==> src/rtl/processor_cu_pkg.sv <==
// Shared coprocessor definitions: default widths, FSM encoding and address selectors.
// Both the processor CU and the main CU import these so their encodings stay aligned.
package processor_cu_pkg;

    localparam int unsigned IDX_W_DEF  = 8;
    localparam int unsigned ADDR_W_DEF = 16;
    localparam int unsigned DATA_W_DEF = 32;

    localparam int unsigned STATE_W = 3;

    localparam logic [STATE_W-1:0] ST_IDLE      = 3'd0;
    localparam logic [STATE_W-1:0] ST_REQ_GRANT = 3'd1;
    localparam logic [STATE_W-1:0] ST_READ_A    = 3'd2;
    localparam logic [STATE_W-1:0] ST_WAIT_A    = 3'd3;
    localparam logic [STATE_W-1:0] ST_READ_B    = 3'd4;
    localparam logic [STATE_W-1:0] ST_WAIT_B    = 3'd5;
    localparam logic [STATE_W-1:0] ST_WRITE     = 3'd6;
    localparam logic [STATE_W-1:0] ST_DONE      = 3'd7;

    localparam logic [1:0] ADDR_SEL_A = 2'd0;
    localparam logic [1:0] ADDR_SEL_B = 2'd1;
    localparam logic [1:0] ADDR_SEL_C = 2'd2;

    // The bus is requested from REQ_GRANT through WRITE inclusive.
    function automatic logic holds_bus(input logic [STATE_W-1:0] st);
        return (st != ST_IDLE) && (st != ST_DONE);
    endfunction

endpackage

==> src/rtl/processor_cu_addr_gen.sv <==
// Row-major address generator for the A, B and C operands of one job.
// Offsets are formed at full precision, then added to the base modulo 2^ADDR_W.
module proc_addr_gen
    import processor_cu_pkg::*;
#(
    parameter int unsigned IDX_W  = IDX_W_DEF,
    parameter int unsigned ADDR_W = ADDR_W_DEF
) (
    input  logic [1:0]        i_Sel,
    input  logic [IDX_W-1:0]  i_Row,
    input  logic [IDX_W-1:0]  i_Col,
    input  logic [IDX_W-1:0]  i_K_Index,
    input  logic [IDX_W-1:0]  i_K,
    input  logic [IDX_W-1:0]  i_N,
    input  logic [ADDR_W-1:0] i_A_Base,
    input  logic [ADDR_W-1:0] i_B_Base,
    input  logic [ADDR_W-1:0] i_C_Base,
    output logic [ADDR_W-1:0] o_Address
);

    // An IDX_W x IDX_W product plus an IDX_W index never exceeds 2*IDX_W+1 bits.
    localparam int unsigned OFF_W = 2 * IDX_W + 1;

    logic [OFF_W-1:0]  offset;
    logic [ADDR_W-1:0] base;

    // Select operand base and row-major offset, then wrap into the address space.
    always_comb begin
        offset = '0;
        base   = '0;
        case (i_Sel)
            ADDR_SEL_A: begin
                offset = OFF_W'(i_Row) * OFF_W'(i_K) + OFF_W'(i_K_Index);
                base   = i_A_Base;
            end
            ADDR_SEL_B: begin
                offset = OFF_W'(i_K_Index) * OFF_W'(i_N) + OFF_W'(i_Col);
                base   = i_B_Base;
            end
            ADDR_SEL_C: begin
                offset = OFF_W'(i_Row) * OFF_W'(i_N) + OFF_W'(i_Col);
                base   = i_C_Base;
            end
            default: begin
                offset = '0;
                base   = '0;
            end
        endcase
        o_Address = base + ADDR_W'(offset);
    end

endmodule

==> src/rtl/processor_cu.sv <==
// Processor control unit: accepts one (row, column) job from the main CU, computes
// the dot product of A's row and B's column over the shared memory bus, writes the
// element of C back and holds o_Result_Ready until the main CU acknowledges it.
module processor_cu
    import processor_cu_pkg::*;
#(
    parameter int unsigned IDX_W  = IDX_W_DEF,
    parameter int unsigned ADDR_W = ADDR_W_DEF,
    parameter int unsigned DATA_W = DATA_W_DEF
) (
    input  logic              i_Clock,
    input  logic              i_Reset,
    input  logic              i_Indexes_Ready,
    input  logic [IDX_W-1:0]  i_Row_Index,
    input  logic [IDX_W-1:0]  i_Column_Index,
    output logic              o_Indexes_Received,
    input  logic [IDX_W-1:0]  i_K,
    input  logic [IDX_W-1:0]  i_N,
    input  logic [ADDR_W-1:0] i_A_Base,
    input  logic [ADDR_W-1:0] i_B_Base,
    input  logic [ADDR_W-1:0] i_C_Base,
    output logic              o_Grant_Request,
    input  logic              i_Grant,
    output logic [ADDR_W-1:0] o_Mem_Address,
    output logic              o_Mem_Read,
    output logic              o_Mem_Write,
    output logic [DATA_W-1:0] o_Mem_Write_Data,
    input  logic [DATA_W-1:0] i_Mem_Read_Data,
    output logic              o_Result_Ready,
    input  logic              i_Result_Ack
);

    logic [STATE_W-1:0] state_q, state_d;
    logic [IDX_W-1:0]   row_q, row_d;
    logic [IDX_W-1:0]   col_q, col_d;
    logic [IDX_W-1:0]   k_q, k_d;
    logic [DATA_W-1:0]  acc_q, acc_d;
    logic [DATA_W-1:0]  a_q, a_d;
    logic               ack_q, ack_d;

    logic [IDX_W:0]     k_next;
    logic [DATA_W-1:0]  product;
    logic [1:0]         addr_sel;
    logic [ADDR_W-1:0]  gen_addr;
    logic               rd_en;
    logic               wr_en;

    proc_addr_gen #(
        .IDX_W (IDX_W),
        .ADDR_W(ADDR_W)
    ) u_addr_gen (
        .i_Sel    (addr_sel),
        .i_Row    (row_q),
        .i_Col    (col_q),
        .i_K_Index(k_q),
        .i_K      (i_K),
        .i_N      (i_N),
        .i_A_Base (i_A_Base),
        .i_B_Base (i_B_Base),
        .i_C_Base (i_C_Base),
        .o_Address(gen_addr)
    );

    // Next-state, operand latch and multiply-accumulate for one job.
    always_comb begin
        state_d = state_q;
        row_d   = row_q;
        col_d   = col_q;
        k_d     = k_q;
        acc_d   = acc_q;
        a_d     = a_q;
        ack_d   = 1'b0;
        // Low DATA_W bits only: products and sums wrap as unsigned.
        product = a_q * i_Mem_Read_Data;
        k_next  = {1'b0, k_q} + (IDX_W + 1)'(1);

        case (state_q)
            ST_IDLE: begin
                if (i_Indexes_Ready) begin
                    row_d   = i_Row_Index;
                    col_d   = i_Column_Index;
                    k_d     = '0;
                    acc_d   = '0;
                    ack_d   = 1'b1;
                    state_d = ST_REQ_GRANT;
                end
            end
            ST_REQ_GRANT: begin
                if (i_Grant) begin
                    state_d = (i_K == '0) ? ST_WRITE : ST_READ_A;
                end
            end
            ST_READ_A: begin
                if (i_Grant) begin
                    state_d = ST_WAIT_A;
                end
            end
            ST_WAIT_A: begin
                a_d     = i_Mem_Read_Data;
                state_d = ST_READ_B;
            end
            ST_READ_B: begin
                if (i_Grant) begin
                    state_d = ST_WAIT_B;
                end
            end
            ST_WAIT_B: begin
                acc_d = acc_q + product;
                k_d   = k_next[IDX_W-1:0];
                // Extra index bit keeps the bound test correct when K is the maximum.
                if (k_next < {1'b0, i_K}) begin
                    state_d = ST_READ_A;
                end else begin
                    state_d = ST_WRITE;
                end
            end
            ST_WRITE: begin
                if (i_Grant) begin
                    state_d = ST_DONE;
                end
            end
            ST_DONE: begin
                if (i_Result_Ack) begin
                    state_d = ST_IDLE;
                end
            end
            default: begin
                state_d = ST_IDLE;
            end
        endcase
    end

    // Register job state; reset abandons any job in flight.
    always_ff @(posedge i_Clock) begin
        if (i_Reset) begin
            state_q <= ST_IDLE;
            row_q   <= '0;
            col_q   <= '0;
            k_q     <= '0;
            acc_q   <= '0;
            a_q     <= '0;
            ack_q   <= 1'b0;
        end else begin
            state_q <= state_d;
            row_q   <= row_d;
            col_q   <= col_d;
            k_q     <= k_d;
            acc_q   <= acc_d;
            a_q     <= a_d;
            ack_q   <= ack_d;
        end
    end

    // Pick which operand address the generator produces for the current state.
    always_comb begin
        addr_sel = ADDR_SEL_A;
        if (state_q == ST_READ_B) begin
            addr_sel = ADDR_SEL_B;
        end else if (state_q == ST_WRITE) begin
            addr_sel = ADDR_SEL_C;
        end
    end

    // Bus strobes are gated by i_Grant so a lost grant stalls with strobes low.
    always_comb begin
        rd_en              = i_Grant && ((state_q == ST_READ_A) || (state_q == ST_READ_B));
        wr_en              = i_Grant && (state_q == ST_WRITE);
        o_Mem_Read         = rd_en;
        o_Mem_Write        = wr_en;
        o_Mem_Address      = (rd_en || wr_en) ? gen_addr : '0;
        o_Mem_Write_Data   = wr_en ? acc_q : '0;
        o_Grant_Request    = holds_bus(state_q);
        o_Result_Ready     = (state_q == ST_DONE);
        o_Indexes_Received = ack_q;
    end

endmodule

==> config.mk <==
export PLATFORM = sky130hd
export DESIGN_NAME = processor_cu
export DESIGN_NICKNAME = d
export VERILOG_FILES = /design/src/rtl/processor_cu_pkg.sv /design/src/rtl/processor_cu_addr_gen.sv /design/src/rtl/processor_cu.sv
export SDC_FILE = /design/constraint.sdc
export NUM_CORES = 2
export LEC_CHECK = 0
export CORE_UTILIZATION = 40
export DETAILED_ROUTE_END_ITERATION = 16
export HOLD_SLACK_MARGIN = 0.08
export PLACE_DENSITY = 0.54
export SYNTH_ARGS = -nofsm -noshare
export SYNTH_HDL_FRONTEND = slang
export SYNTH_SLANG_ARGS = --single-unit
==> constraint.sdc <==
create_clock -name i_Clock -period 10.06 [get_ports i_Clock]
set_input_delay 1.509 -clock i_Clock [delete_from_list [all_inputs] [get_ports i_Clock]]
set_output_delay 1.509 -clock i_Clock [all_outputs]
set_load 0.1 [all_outputs]
==> run metrics <==
status finished clean; share of layout cells above drive strength 1 3.595%; CTS tree done; Worst Setup SP i_N[1]; placed insts 4,401; clk_skew 0.02072 ns; Area Growth Syn to Fin 10.56%; Comb pwr share 57.2%; Final setup viols 0; Cell Area, Placed 0.03150 mm^2; total clock sinks 92; Reg area 0.001844 mm^2; max_cap viols 0; row count 97; relative slew slack 24.52%; IO buf count 169; CP max FO 12; fin nets 4,415; RSZ-0062 raised after global routing no; Switching Fraction 47.47%; most frequent cells in the layout inv_1, fa_1, nand2_1; Setup WS pre-CTS 0.3298 ns; leakage power 15.80 nW; CTS Buf Count 9; Layout Cell Area excl Fill 0.03182 mm^2; total wire length 84,380 um; Die W 270.2 um; FILL cells 7,162; hold violation count in the final report 0; setup bufs post-CTS 0; I/O pins 170; post-CTS sizing 0; die height 270.2 um; Slowest-stage cell, CP clkdlybuf4s50_1; GP Congestion 0.8564; distinct cell type count after synthesis 64; Worst setup EP type output port; Internal 0.9605 mW; DRC 0; crit path DAT 8.13 ns; hold buffers post-CTS 0; Primary FF master, synth dfxtp_1; fin crit period 9.636 ns; commonest non-fill, non-tap cell in the layout inv_1; H-tree depth 3; total global-route track usage 24.25%; Seq/Total Area, Yosys 6.400%; Hold Path Depth 2; diode count 0; YS warnings 0; Clock Power Share 20.8%; reg2reg start a_q[13]; grt ovf 0; Hold Crit Start col_q[4]; setup TNS 0 ns; via density per instance 4.962; Pre-antenna DRT Iters 6; Final Util 45.04%; cells after synthesis 3,399; initial antenna violation count 0; post-synthesis cell area 0.02878 mm^2; cell mode on critical path a21oi_1; max-slew violations 0; R2R cell count 23; Syn Nets 4,342; part of the power in registers 22.1%; Max Fclk 0.1038 GHz; number of flops mapped to enable cells by yosys 0; Final WS setup 0.4243 ns; synthesized flop and latch total 92; vias in the first global route 23.84k; Startpoint Class input pin; Avg Cell Area, Syn 8.466 um^2; HPWL Detailed 68,630 um; WS Path Type input pin to output port; largest net degree at the start of global routing 57; clock buffer depth 2; Slew @ Worst Pin 1.129 ns; Peak VDD IR 75.96 uV; Vias 21.92k; PwrDens 57.46 mW/mm^2; Critical Path Max Stage Delay 0.58 ns; worst path required time 8.55 ns; Hold Path Class flip-flop to flip-flop; first-pass GRT wire length 136,800 um; Avg WL per Cell 19.10 um; worst skew pair latency 0.40 ns; Initial Util 40.74%; Final Cycle Share 95.78%; Async SR Flop Fraction 0%; Routed Antenna Nets 0; Multi-input gate area 0.02351 mm^2; final std cells w/o fill 4,417; Die ar. 0.07302 mm^2; core area 0.07064 mm^2; initial DRC count 1,124; clock-pin slew on the worst setup and hold paths 0.08 ns; root buffer cell clkbuf_16; switching pwr 0.8678 mW
-- worst max-delay path: cells and delay by family --
family          cells  cell delay (ns)
xor+xnor            3             0.49
compound gates     12             2.11
buf+inv             7             1.34
fa+ha+maj           6             2.35
simple gates        3             0.34
-- Yosys cell counts (9+ instances only) --
| library cell | count | area, um^2 |
|---|---|---|
| xor2_1 | 40 | 350.3 |
| inv_1 | 732 | 2748 |
| and3_1 | 10 | 62.56 |
| nand3_1 | 23 | 115.1 |
| a22oi_1 | 19 | 142.6 |
| ha_1 | 255 | 3191 |
| a21oi_1 | 118 | 590.6 |
| o21a_1 | 11 | 82.58 |
| and2_1 | 440 | 2753 |
| o21ai_0 | 76 | 380.4 |
| nor2b_1 | 9 | 56.30 |
| xnor2_1 | 89 | 779.5 |
| nor3_1 | 37 | 185.2 |
| nand2b_1 | 12 | 75.07 |
| clkbuf_1 | 159 | 596.8 |
| dfxtp_1 | 92 | 1842 |
| a21o_1 | 27 | 202.7 |
| nand2_1 | 444 | 1667 |
| fa_1 | 571 | 11430 |
| nor2_1 | 96 | 360.4 |
| a211oi_1 | 18 | 135.1 |
| mux2i_1 | 22 | 220.2 |
-- registers in the layout (all words and copies together) (netlist names) --
signal,cells
k_q,8
row_q,8
col_q,8
a_q,32
acc_q,32
o_Indexes_Received,1
state_q,3
-- power groups by stage --
stage	Combinational, mW	Sequential (mW)	Clock [mW]
finish	1.05	0.403	0.380
global route	1.19	0.405	0.403
CTS	1.05	0.403	0.390
detailed placement	1.04	0.411	0
global placement	1.04	0.411	0
floorplan	0.726	0.391	0
-- cell families after synthesis --
group	after synthesis	share of synthesized area [%]
AND/OR/NAND/NOR	1105	19.21
buffers and inverters	907	11.99
adder cells (fa/ha/maj)	826	50.81
AO/OA/AOI/OAI	316	6.770
XOR/XNOR	131	4.061
flip-flops	92	6.400
multiplexers	22	0.7652
-- routing by layer --
metal / routed length (um) / share of wire, % / up-vias / global-route usage [%]
met5: 0 / 0 / - / 0
met3: 3847 / 4.6 / 79 / 3.041
met4: 1865 / 2.2 / 0 / 5.546
met2: 40300 / 48 / 479 / 41.12
met1: 38370 / 45 / 11074 / 32.89
li1: - / - / 10283 / -
-- final cells by class --
cell class                      instances  share of cell area [%]
Clock inverter                          7                  0.2477
Timing Repair Buffer                  237                   7.023
Clock buffer                            9                  0.7079
Inverter                              732                   8.636
Tap cell                              940                   3.697
Multi-Input combinational cell       2400                   73.89
Sequential cell                        92                   5.797
-- worst paths after layout --
path                            end  slack (ns)
setup / recovery  o_Mem_Address[15]        0.42
hold / removal             col_q[4]        0.46
setup reg to reg          acc_q[25]        2.48
hold reg to reg            col_q[4]        0.46
-- stage by stage --
stage          hold slack, ns  total power, mW
2_1_floorplan          0.4250            1.117
3_3_place_gp           0.4410            1.453
3_5_place_dp           0.4505            1.451
4_1_cts                0.4616            1.845
5_1_grt                0.4796            1.994
6_report               0.4601            1.828
Power figures use the tool's default switching activity.
